--- src/rtl/uart_pkg.sv ---
// Shared types and helpers for the UART transmitter.
// Parity modes, TX FSM states and baud divisor function.
package uart_pkg;

  typedef enum logic [1:0] {
    NONE,
    EVEN,
    ODD
  } parity_t;

  typedef enum logic [2:0] {
    IDLE,
    START_BIT,
    DATA_BITS,
    PARITY_BIT,
    STOP_BIT,
    GAP
  } tx_state_t;

  function automatic int baud_div(
    input int clock_rate,
    input int baud_rate
  );
    return clock_rate / baud_rate;
  endfunction

endpackage

--- src/rtl/uart_baud_tick.sv ---
// Bit-period timer: one-cycle tick every DIV clocks.
// restart zeroes the count so a new frame gets a full first bit.
module uart_baud_tick #(
  parameter int DIV = 1250
) (
  input  logic clk,
  input  logic reset,
  input  logic restart,
  output logic tick
);

  localparam int CW = (DIV > 1) ? $clog2(DIV) : 1;
  localparam logic [CW-1:0] LAST = CW'(DIV - 1);

  logic [CW-1:0] cnt;

  always_ff @(posedge clk) begin
    if (reset || restart) begin
      cnt <= '0;
    end else if (cnt == LAST) begin
      cnt <= '0;
    end else begin
      cnt <= cnt + 1'b1;
    end
  end

  assign tick = (cnt == LAST);

endmodule

--- src/rtl/uart_tx_fifo.sv ---
// UART transmitter with a small frame FIFO in front.
// Frames leave the FIFO only while txEn is high.
module uart_tx_fifo
  import uart_pkg::parity_t;
  import uart_pkg::tx_state_t;
  import uart_pkg::baud_div;
  import uart_pkg::IDLE;
  import uart_pkg::START_BIT;
  import uart_pkg::PARITY_BIT;
  import uart_pkg::STOP_BIT;
  import uart_pkg::GAP;
#(
  parameter int      CLOCK_RATE   = 12000000,
  parameter int      BAUD_RATE    = 9600,
  parameter int      DATA_BITS    = 8,
  parameter parity_t PARITY       = uart_pkg::NONE,
  parameter int      STOP_BITS    = 1,
  parameter int      FIFO_DEPTH   = 4,
  parameter int      TURBO_FRAMES = 0
) (
  input  logic                        clk,
  input  logic                        reset,
  input  logic                        txEn,
  input  logic                        wrEn,
  input  logic [DATA_BITS-1:0]        in,
  output logic                        full,
  output logic [$clog2(FIFO_DEPTH):0] level,
  output logic                        overflow,
  output logic                        txBusy,
  output logic                        txDone,
  output logic                        tx
);

  localparam int AW = $clog2(FIFO_DEPTH);
  localparam int DIV = baud_div(CLOCK_RATE, BAUD_RATE);
  localparam bit HAS_PAR = (PARITY != uart_pkg::NONE);
  localparam logic [3:0] LAST_BIT = 4'(DATA_BITS - 1);
  localparam logic STOP_LAST = 1'(STOP_BITS - 1);
  localparam logic [AW:0] DEPTH = (AW + 1)'(FIFO_DEPTH);

  tx_state_t state, state_n;

  logic [DATA_BITS-1:0] mem [FIFO_DEPTH];
  logic [AW-1:0] wr_ptr, rd_ptr;

  logic [DATA_BITS-1:0] shreg;
  logic                 par_bit;
  logic [3:0]           bit_cnt;
  logic                 stop_cnt;

  logic tick;
  logic start;
  logic pop;
  logic push;
  logic last_stop;

  assign start = txEn && (level != '0);
  assign pop = (state_n == START_BIT) && (state != START_BIT);
  assign push = wrEn && (!full || pop);
  assign full = (level == DEPTH);
  assign last_stop = (state == STOP_BIT) && tick
                  && (stop_cnt == STOP_LAST);

  uart_baud_tick #(
    .DIV(DIV)
  ) u_baud (
    .clk(clk),
    .reset(reset),
    .restart(pop),
    .tick(tick)
  );

  always_ff @(posedge clk) begin
    if (push) begin
      mem[wr_ptr] <= in;
    end
  end

  always_ff @(posedge clk) begin
    if (reset) begin
      wr_ptr   <= '0;
      rd_ptr   <= '0;
      level    <= '0;
      overflow <= 1'b0;
    end else begin
      if (push) wr_ptr <= wr_ptr + 1'b1;
      if (pop) rd_ptr <= rd_ptr + 1'b1;
      if (push && !pop) begin
        level <= level + 1'b1;
      end else if (pop && !push) begin
        level <= level - 1'b1;
      end
      overflow <= wrEn && !push;
    end
  end

  always_ff @(posedge clk) begin
    if (reset) begin
      shreg    <= '0;
      par_bit  <= 1'b0;
      bit_cnt  <= '0;
      stop_cnt <= 1'b0;
      txDone   <= 1'b0;
    end else begin
      txDone <= last_stop;
      // a turbo reload on the final stop tick wins over the stop count
      if (pop) begin
        shreg    <= mem[rd_ptr];
        par_bit  <= (PARITY == uart_pkg::ODD) ? ~(^mem[rd_ptr])
                                              : (^mem[rd_ptr]);
        bit_cnt  <= '0;
        stop_cnt <= 1'b0;
      end else if (tick) begin
        if (state == uart_pkg::DATA_BITS) begin
          shreg   <= shreg >> 1;
          bit_cnt <= bit_cnt + 1'b1;
        end
        if (state == STOP_BIT) begin
          stop_cnt <= stop_cnt + 1'b1;
        end
      end
    end
  end

  always_ff @(posedge clk) begin
    if (reset) begin
      state <= IDLE;
    end else begin
      state <= state_n;
    end
  end

  always_comb begin
    state_n = state;
    unique case (state)
      IDLE: begin
        if (start) state_n = START_BIT;
      end
      START_BIT: begin
        if (tick) state_n = uart_pkg::DATA_BITS;
      end
      uart_pkg::DATA_BITS: begin
        if (tick && bit_cnt == LAST_BIT) begin
          state_n = HAS_PAR ? PARITY_BIT : STOP_BIT;
        end
      end
      PARITY_BIT: begin
        if (tick) state_n = STOP_BIT;
      end
      STOP_BIT: begin
        if (last_stop) begin
          if (TURBO_FRAMES != 0) begin
            state_n = start ? START_BIT : IDLE;
          end else begin
            state_n = GAP;
          end
        end
      end
      GAP: begin
        if (tick) state_n = IDLE;
      end
      default: state_n = IDLE;
    endcase
  end

  always_comb begin
    tx     = 1'b1;
    txBusy = 1'b0;
    unique case (state)
      START_BIT: begin
        tx     = 1'b0;
        txBusy = 1'b1;
      end
      uart_pkg::DATA_BITS: begin
        tx     = shreg[0];
        txBusy = 1'b1;
      end
      PARITY_BIT: begin
        tx     = par_bit;
        txBusy = 1'b1;
      end
      STOP_BIT: begin
        txBusy = 1'b1;
      end
      default: begin
        tx     = 1'b1;
        txBusy = 1'b0;
      end
    endcase
  end

endmodule

--- config.mk ---
export PLATFORM = sky130hd
export DESIGN_NAME = uart_tx_fifo
export DESIGN_NICKNAME = d
export VERILOG_FILES = /design/src/rtl/uart_pkg.sv /design/src/rtl/uart_baud_tick.sv /design/src/rtl/uart_tx_fifo.sv
export SDC_FILE = /design/constraint.sdc
export NUM_CORES = 1
export LEC_CHECK = 0
export CAP_MARGIN = 15
export CORE_MARGIN = 3
export CORE_UTILIZATION = 58
export CTS_CLUSTER_DIAMETER = 200
export CTS_CLUSTER_SIZE = 10
export DETAILED_ROUTE_END_ITERATION = 16
export GPL_ROUTABILITY_DRIVEN = 0
export PLACE_DENSITY = 0.79
export SETUP_SLACK_MARGIN = 0.4
export SYNTH_ARGS = -nofsm -noshare
export SYNTH_HDL_FRONTEND = slang
export SYNTH_SLANG_ARGS = --single-unit
--- constraint.sdc ---
create_clock -name clk -period 2.95 [get_ports clk]
set_clock_uncertainty 0.2 [all_clocks]
set_input_delay 0.59 -clock clk [delete_from_list [all_inputs] [get_ports clk]]
set_output_delay 0.59 -clock clk [all_outputs]
set_load 0.01 [all_outputs]
==> results of run 1 <==
==> worst max-delay path, stage by stage <==
cell	delay, ps
clkdlybuf4s50_1	450
and4b_2	270
inv_4	50
a21boi_4	140
ha_2	200
inv_1	50
fa_2	330
xor2_1	160
or3_1	320
a21oi_2	120
==> final cells by class <==
cell class | instances | area (µm²)
Multi-Input combinational cell | 152 | 1170
Timing Repair Buffer | 28 | 267
Clock inverter | 7 | 95.1
Sequential cell | 71 | 1750
Tap cell | 67 | 83.8
Clock buffer | 9 | 124
Fill cell | 333 | 1300
Inverter | 7 | 28.8
==> where the power goes <==
group          internal [W]  switching, W
combinational      0.000454      0.000431
sequential          0.00118      0.000122
clock              0.000478      0.000363
total               0.00211      0.000915
==> stage by stage <==
step | cell area (µm²) | total power (W) | std cells | utilization
floorplan | 2970 | 0.00192 | 238 | -
global placement | 3240 | 0.00212 | 322 | 0.674
detailed placement | 3240 | 0.00215 | 322 | 0.674
CTS | 3480 | 0.00300 | 339 | 0.723
global route | 3520 | 0.00321 | 341 | 0.731
finish | 3520 | 0.00303 | 341 | 0.731
==> metal layers <==
metal / vias up / GRT usage
met2: 36 / 0.307
met5: - / 0
met3: 14 / 0.0766
li1: 905 / -
met4: 0 / 0.0747
met1: 868 / 0.203
==> cells in the final DEF (no fill, tap or decap), drive strengths merged, types with 3 or more instances in the layout <==
master         instances
and3                   3
clkdlybuf4s50         17
a21oi                 13
xor2                   8
nor2                  30
or3                    3
edfxtp                32
nand3b                 3
clkbuf                 9
ha                     8
a22oi                  6
mux2i                  4
nor3b                  3
xnor2                 17
dfxtp                 39
nand2                 16
and2                   4
mux4                   8
buf                    9
inv                    9
nand3                  5
==> registers in the layout (all words and copies together) (netlist names), named ones only <==
register and count:
state 3, mem 32, u_baud.cnt 11, par_bit 1, bit_cnt 4, txDone 1
overflow 1, level 3, rd_ptr 2, wr_ptr 2, shreg 8, stop_cnt 1
==> timing repair <==
item | in CTS | in global routing
endpoints found under the hold margin | 0 | 0
setup endpoints to repair | 4 | 3
buffers inserted | 1 | 2
resized for setup | 4 | 9
pin swaps | 3 | 0
==> worst paths after layout <==
check	slack [ps]	cells after the start	start	to
max reg2reg	380	10	level[0]	level[2]
min reg2reg	260	2	shreg[3]	shreg[3]
max	340	10	txEn	level[2]
min	260	2	shreg[3]	shreg[3]
==> cells by family (layout without fill, tap and decap cells) <==
group,count (synthesis),count (layout)
AO/OA/AOI/OAI,26,26
multiplexers,13,13
buffers and inverters,15,51
XOR/XNOR,25,25
flip-flops,71,71
AND/OR/NAND/NOR,79,79
adder cells (fa/ha/maj),9,9
==> impl_metrics.ini, run 1 <==
[run_status]
outcome = finished, final reports clean

[critical_path]
arrival_ps = 2690
start_kind = input pin
path_class = in2reg
crit_required_ps = 3030
crit_fanout = 2
end_kind = flop

[logic_synthesis]
synth-compound-area-share = 0.0579
ys_top_cells_by_area = edfxtp_1, dfxtp_1, mux4_2
seq_area_frac_synth = 0.589
syn_area_per_cell_um2 = 12.4
ys_ff_latch = 71
synthTopCellsByCount = dfxtp_1, edfxtp_1, nor2_1, xnor2_1, nand2_1
synth_cell_type_count = 40
synth_area_um2 = 2960
synth_fa_ha_area_frac = 0.0406
synthXorXnorAreaFrac = 0.0740
synth_top_family_by_area = simple AND/OR/NAND/NOR gates
synth_top_area_frac = 0.325
syn_inst = 238
synth_flop_cell = dfxtp_1
synth_edf_count = 32
yosysTopAreaCell = edfxtp_1
yosys_warnings = 0
muxShareOfSynthArea = 0.0782
yosysMostFrequentCell = dfxtp_1
syn_nets = 259
synth-simple-area-share = 0.137
ys_async_sr_fraction = 0

[sta]
setup_slack_ps = 337
fmax_ghz = 0.383
slew_violations = 0
period_share = 0.886
setup_viol = 0
tightest_slew_ps = 562
whs_ps = 261
period_needed_ps = 2610
slew_headroom = 0.625
rsz0062_at_grt = yes
fin_setup_tns_ps = 0
hold_violations = 0

[place]
post-place-ws_ps = 30.9
io_buffers = 19
dp.final_hpwl_um = 3470

[floorplanning]
start_util = 0.614
die-height_um = 77.4
rows = 25
core_um2 = 4820
die_w_um = 77.4
ioPinCount = 20
die_area_um2 = 5990

[drt]
post_drt_wl_per_cell_um = 14.8
drt-vias-per-instance = 5.35
route.met3.wl_um = 225
wl_met2_um = 2550
wl_met1_um = 2150
top_layer = met4
vias = 1823
antenna_left = 0
drtPass1Iterations = 4
wl_um = 5050
drtIter0Drc = 122
drc = 0

[final_layout]
area_growth_pct = 18.9
layout-drive-gt1-share = 0.186
nets = 290
antennaDiodeCount = 0

[clocking]
clkTransAtPathRegs_ps = 70
insertion_delay_ps = 350
htree_levels = 3
cts_tree = done
root_buffer = clkbuf_8
clock-sinks = 71
cts_buffer_depth = 2
cts_buffers = 9
hold_buffers = 0

[global_routing]
grt_pass1_vias = 1867
antenna_found_initial = 0
grt_usage = 0.182
grt_pass1_wl_um = 8320
grt_max_degree = 20
grt_remaining_overflow = 0

[pwr]
power_per_cell_area_nw_per_um2 = 861
power.leakage_nw = 1.25
ir_drop_v = 0.000501

[job]
drv_cap = 0

[hold_path]
hp-class = reg2reg
No activity file was read; power rests on OpenSTA's default activity.
==> inputs of run 2 (changes only) <==
- CORE_UTILIZATION: 58 -> 62
- DONT_BUFFER_PORTS: default -> 1
- PLACE_DENSITY: 0.79 -> 0.78
==> run 2 against run 1 <==
Clock power is 8.2% higher. Critical path depth is 1 lower. Sequential cell count stayed put. Final cell count is 11% lower. First-iteration DRC count is 15% higher. Wire length is 4.2% lower. Total power is 1.5% lower. Via count is 5.9% lower. Register-to-register slack better by 100 ps. Non-clock buffer count is 22 lower. Cell area is 6.4% lower. Count of clock-buffer cells in the layout is 1 higher.
==> impl_metrics.ini, run 2 (synthesized netlist as in run 1, its figures left out) <==
[final_layout]
largest_reg_flops = 32
area_growth_pct = 11.3
antennaDiodeCount = 0
largest-register = mem
layout_commonest_cell = dfxtp_1
stdcell_area_um2 = 3290
reg_top3 = mem (32), u_baud.cnt (11), shreg (8)
layout-drive-gt1-share = 0.171
most-common-layout-cells = dfxtp_1, edfxtp_1, nor2_1
nets = 268

[clocking]
cts_buffer_depth = 2
cts_tree = done
clock-sinks = 71
htree_levels = 3
cts_buffers = 9
insertion_delay_ps = 340
root_buffer = clkbuf_8
clkTransAtPathRegs_ps = 80

[place]
dp.final_hpwl_um = 3280
io_buffers = 0
dpl_cell_area_um2 = 3010
post-place-ws_ps = 272

[global_routing]
grt_usage = 0.194
grt_pass1_wl_um = 7850
antenna_found_initial = 0
grt_pass1_vias = 1665
grt_remaining_overflow = 0
grt_max_degree = 24

[hold_path]
min-delay-start = reset
hp-class = in2reg
min_to = level[0]
whs_path_depth = 1

[sta]
hold_violations = 0
period_needed_ps = 2470
fin_setup_tns_ps = 0
slew_headroom = 0.645
setup_viol = 0
slew_violations = 0
tightest_slew_ps = 531
rsz0062_at_grt = no
fmax_ghz = 0.406
setup_slack_ps = 484
period_share = 0.836

[job]
drv_cap = 0

[critical_path]
arrival_ps = 2540
critPathLaunch = level[2]
cp.buffers_inverters = 2
r2r_slack_ps = 480
reg2reg_from = level[2]
r2r-end = level[2]
r2r_cells = 9
path_class = reg2reg
cp_common_cell = or3_1
start_kind = flop
max_stage_delay_ps = 370
worstPathCellList = or3_1, and4b_2, inv_4, ha_4, inv_1, fa_2, xor2_1, or3_1, a21oi_1
crit_fanout = 5
crit_family = simple AND/OR/NAND/NOR gates
slowest_stage = dfxtp_4
crit_required_ps = 3020
end_kind = flop

[pwr]
ir_drop_v = 0.000548
power_per_cell_area_nw_per_um2 = 906
clock_power_share = 0.305
internal_power_w = 0.00212
power_switching_w = 0.000862
p_seq_frac = 0.442
swShare = 0.289
power.leakage_nw = 1.14
p_comb_frac = 0.253

[floorplanning]
start_util = 0.661
die_w_um = 75.1
rows = 24
core_um2 = 4470
ioPinCount = 20
die-height_um = 75.1
die_area_um2 = 5640

[drt]
vias = 1716
drtIter0Drc = 140
drtPass1Iterations = 4
drt-vias-per-instance = 5.64
post_drt_wl_per_cell_um = 15.9
drc = 0
antenna_left = 0
wl_um = 4840

[run_status]
outcome = finished, final reports clean
==> run 2: cell count changes in the layout (fill, tap and decap cells not counted), sizes merged <==
cell and delta:
clkbuf +1, bufinv +1, buf -3, clkinv -1, clkdlybuf4s50 -17, dlymetal6s2s -2
inv -2, clkinvlp +1
==> run 2: routing by layer <==
layer,GRT usage,routed length [µm],vias to the layer above
met5,0,0,-
met4,0.105,123,0
met3,0.0681,250,13
met2,0.279,2250,34
met1,0.259,2210,810
li1,-,-,859
==> run 2: power groups by stage <==
stage	sequential [W]	combinational [W]	clock, W
after floorplan	0.00128	0.000644	0
after global placement	0.00133	0.000701	0
after detailed placement	0.00133	0.000714	0
after CTS	0.00132	0.000727	0.000921
after global routing	0.00134	0.000837	0.000967
final	0.00132	0.000756	0.000910
==> run 2: metrics by stage <==
stage,total power [W],std cells,hold WS (ps),utilization
3_5_place_dp,0.00205,285,241,0.673
5_1_grt,0.00315,304,87.6,0.736
6_report,0.00298,304,103,0.736
4_1_cts,0.00296,302,87.4,0.730
3_3_place_gp,0.00203,285,237,0.673
2_1_floorplan,0.00192,238,233,-
==> run 2: layout make-up <==
type | count | area, µm²
fill | 291 | 1180
timing repair buffer | 6 | 45.0
sequential | 71 | 1750
clock buffer | 10 | 128
clock inverter | 6 | 110
inverter | 7 | 28.8
tap | 52 | 65.1
multi-input combinational | 152 | 1170
==> run 2: how the worst max path moves through the flow <==
stage,end,slack (ps),depth (start not counted)
floorplan,level[2],410,10
global placement,level[2],370,10
detailed placement,level[2],270,10
CTS,level[2],430,9
global route,level[2],410,9
finish,level[2],480,9
==> run 2: timing repair <==
| action | 4_1_cts | 5_1_grt |
|---|---|---|
| gates resized for setup | 4 | 3 |
| setup buffers | 1 | 2 |
| endpoints found under the setup margin | 1 | 1 |
| hold buffers | 0 | 0 |
| pin swaps | 1 | 3 |
==> inputs of run 3 (changes only) <==
- clock period: 2.95 -> 2.5 ns (I/O delays scaled with it)
==> run 3 against run 2 <==
Critical path depth is the same. Largest power group unchanged. Highest routed layer unchanged. Die area is the same. Critical endpoint unchanged. Wire length grew 4.9%. Sequential share of layout area shrank 1.5 points. Clock power grew 16%. Final cell count grew 2.0%. Fmax grew 2.7%.
==> impl_metrics.ini, run 3 (synthesized netlist as in run 1, its figures left out) <==
[global_routing]
grt_usage = 0.197
grt_remaining_overflow = 0
grt_pass1_vias = 1754
grt_pass1_wl_um = 8030
grt_max_degree = 24
antenna_found_initial = 0

[pwr]
internal_power_w = 0.00257
power_per_cell_area_nw_per_um2 = 1060
clock_power_share = 0.293
p_total_w = 0.00361
ir_drop_v = 0.000603
swShare = 0.288
power.leakage_nw = 1.20
power_switching_w = 0.00104
p_seq_frac = 0.411
p_comb_frac = 0.295

[drt]
drtPass1Iterations = 4
antenna_left = 0
wl_um = 5080
drc = 0
drtIter0Drc = 139
vias = 1780
post_drt_wl_per_cell_um = 16.4
drt-vias-per-instance = 5.74

[sta]
fmax_ghz = 0.417
setup_viol = 0
hold_violations = 0
slew_headroom = 0.735
period_needed_ps = 2400
rsz0062_at_grt = yes
fin_setup_tns_ps = 0
period_share = 0.960
tightest_slew_ps = 397
slew_violations = 0

[floorplanning]
die-height_um = 75.1
core_um2 = 4470
ioPinCount = 20
die_area_um2 = 5640
die_w_um = 75.1
rows = 24
start_util = 0.661

[clocking]
htree_levels = 3
hold_buffers = 0
root_buffer = clkbuf_8
cts_tree = done
clock-sinks = 71
clkTransAtPathRegs_ps = 70
cts_buffers = 9
cts_buffer_depth = 2
insertion_delay_ps = 340

[final_layout]
layout-drive-gt1-share = 0.244
largest_reg_flops = 32
most-common-layout-cells = dfxtp_1, edfxtp_1, nor2_1
n_fill_cell = 255
layout_commonest_cell = dfxtp_1
multiInputGateArea_um2 = 1220
nets = 275
area_growth_pct = 14.7
reg_top3 = mem (32), u_baud.cnt (11), shreg (8)
register_area_um2 = 1750
layout.cells.non_filler = 310
largest-register = mem
antennaDiodeCount = 0

[hold_path]
whs_path_depth = 1
hp-class = in2reg
min-delay-start = reset
min_to = par_bit

[critical_path]
slowest_stage = or3_1
crit_fanout = 3
max_stage_delay_ps = 380
cp_common_cell = or3_1
crit_required_ps = 2570
crit_family = simple AND/OR/NAND/NOR gates
path_class = reg2reg
r2r-end = level[2]
cp.buffers_inverters = 2
path_depth = 9
r2r_slack_ps = 100
end_kind = flop
worstPathCellList = or3_1, and4b_2, inv_6, ha_4, inv_2, fa_2, xor2_1, or3_1, a21oi_1
start_kind = flop
arrival_ps = 2470
r2r_cells = 9
critPathLaunch = level[2]
reg2reg_from = level[2]

[job]
drv_cap = 0

[run_status]
outcome = finished, final reports clean

[place]
io_buffers = 0
place_inst = 291
dp.final_hpwl_um = 3400
-- run 3: cell types whose count changed in the layout (fill, tap and decap cells not counted), moves of 3 or more --
cell     previous run  this run
and2_4              0         4
dfxtp_1            36        33
dfxtp_2             1         5
and2_1              4         0
buf_4               6        11
-- run 3: routing by layer --
| layer | routed length, µm | vias up | share of wire | GRT usage |
|---|---|---|---|---|
| met4 | 57 | 0 | 0.011 | 0.0929 |
| li1 | - | 881 | - | - |
| met2 | 2520 | 35 | 0.50 | 0.311 |
| met1 | 2260 | 856 | 0.44 | 0.248 |
| met5 | 0 | - | 0 | 0 |
| met3 | 240 | 8 | 0.047 | 0.0628 |
-- run 3: layout make-up --
class	count	share of cell area
tap	52	0.0192
inverter	7	0.00921
clock buffer	9	0.0365
timing repair buffer	12	0.0276
multi-input combinational	153	0.359
sequential	71	0.516
clock inverter	6	0.0324
-- run 3: timing repair --
item                                   4_1_cts  5_1_grt
setup buffers                                3        0
setup endpoints to repair                   41       21
pin swaps                                    3        2
gates cloned                                 0        1
endpoints found under the hold margin        0        2
resized for setup                           13        9
-- run 3: how the worst max path moves through the flow --
stage / to / slack [ps]
after floorplan: level[2] / 80
after detailed placement: level[2] / 50
final: level[2] / 100
after CTS: level[2] / 90
after global placement: level[2] / 130
after global routing: level[2] / 60
-- run 3: power groups by stage --
stage | registers (W) | clock network, W | logic, W
finish | 0.00149 | 0.00106 | 0.00107
global route | 0.00150 | 0.00113 | 0.00116
CTS | 0.00148 | 0.00108 | 0.00105
floorplan | 0.00151 | 0 | 0.000780
global placement | 0.00150 | 0 | 0.000978
detailed placement | 0.00151 | 0 | 0.000993
-- run 3: per-stage QoR --
step / setup slack (ps) / hold slack (ps) / util / cell area [µm²]
finish: 99.5 / 13.5 / 0.759 / 3390
global route: 59.5 / -1.14 / 0.759 / 3390
CTS: 93.9 / 0.931 / 0.750 / 3360
detailed placement: 47.2 / 249 / 0.688 / 3080
global placement: 127 / 239 / 0.688 / 3080
floorplan: 80.8 / 233 / - / 3010
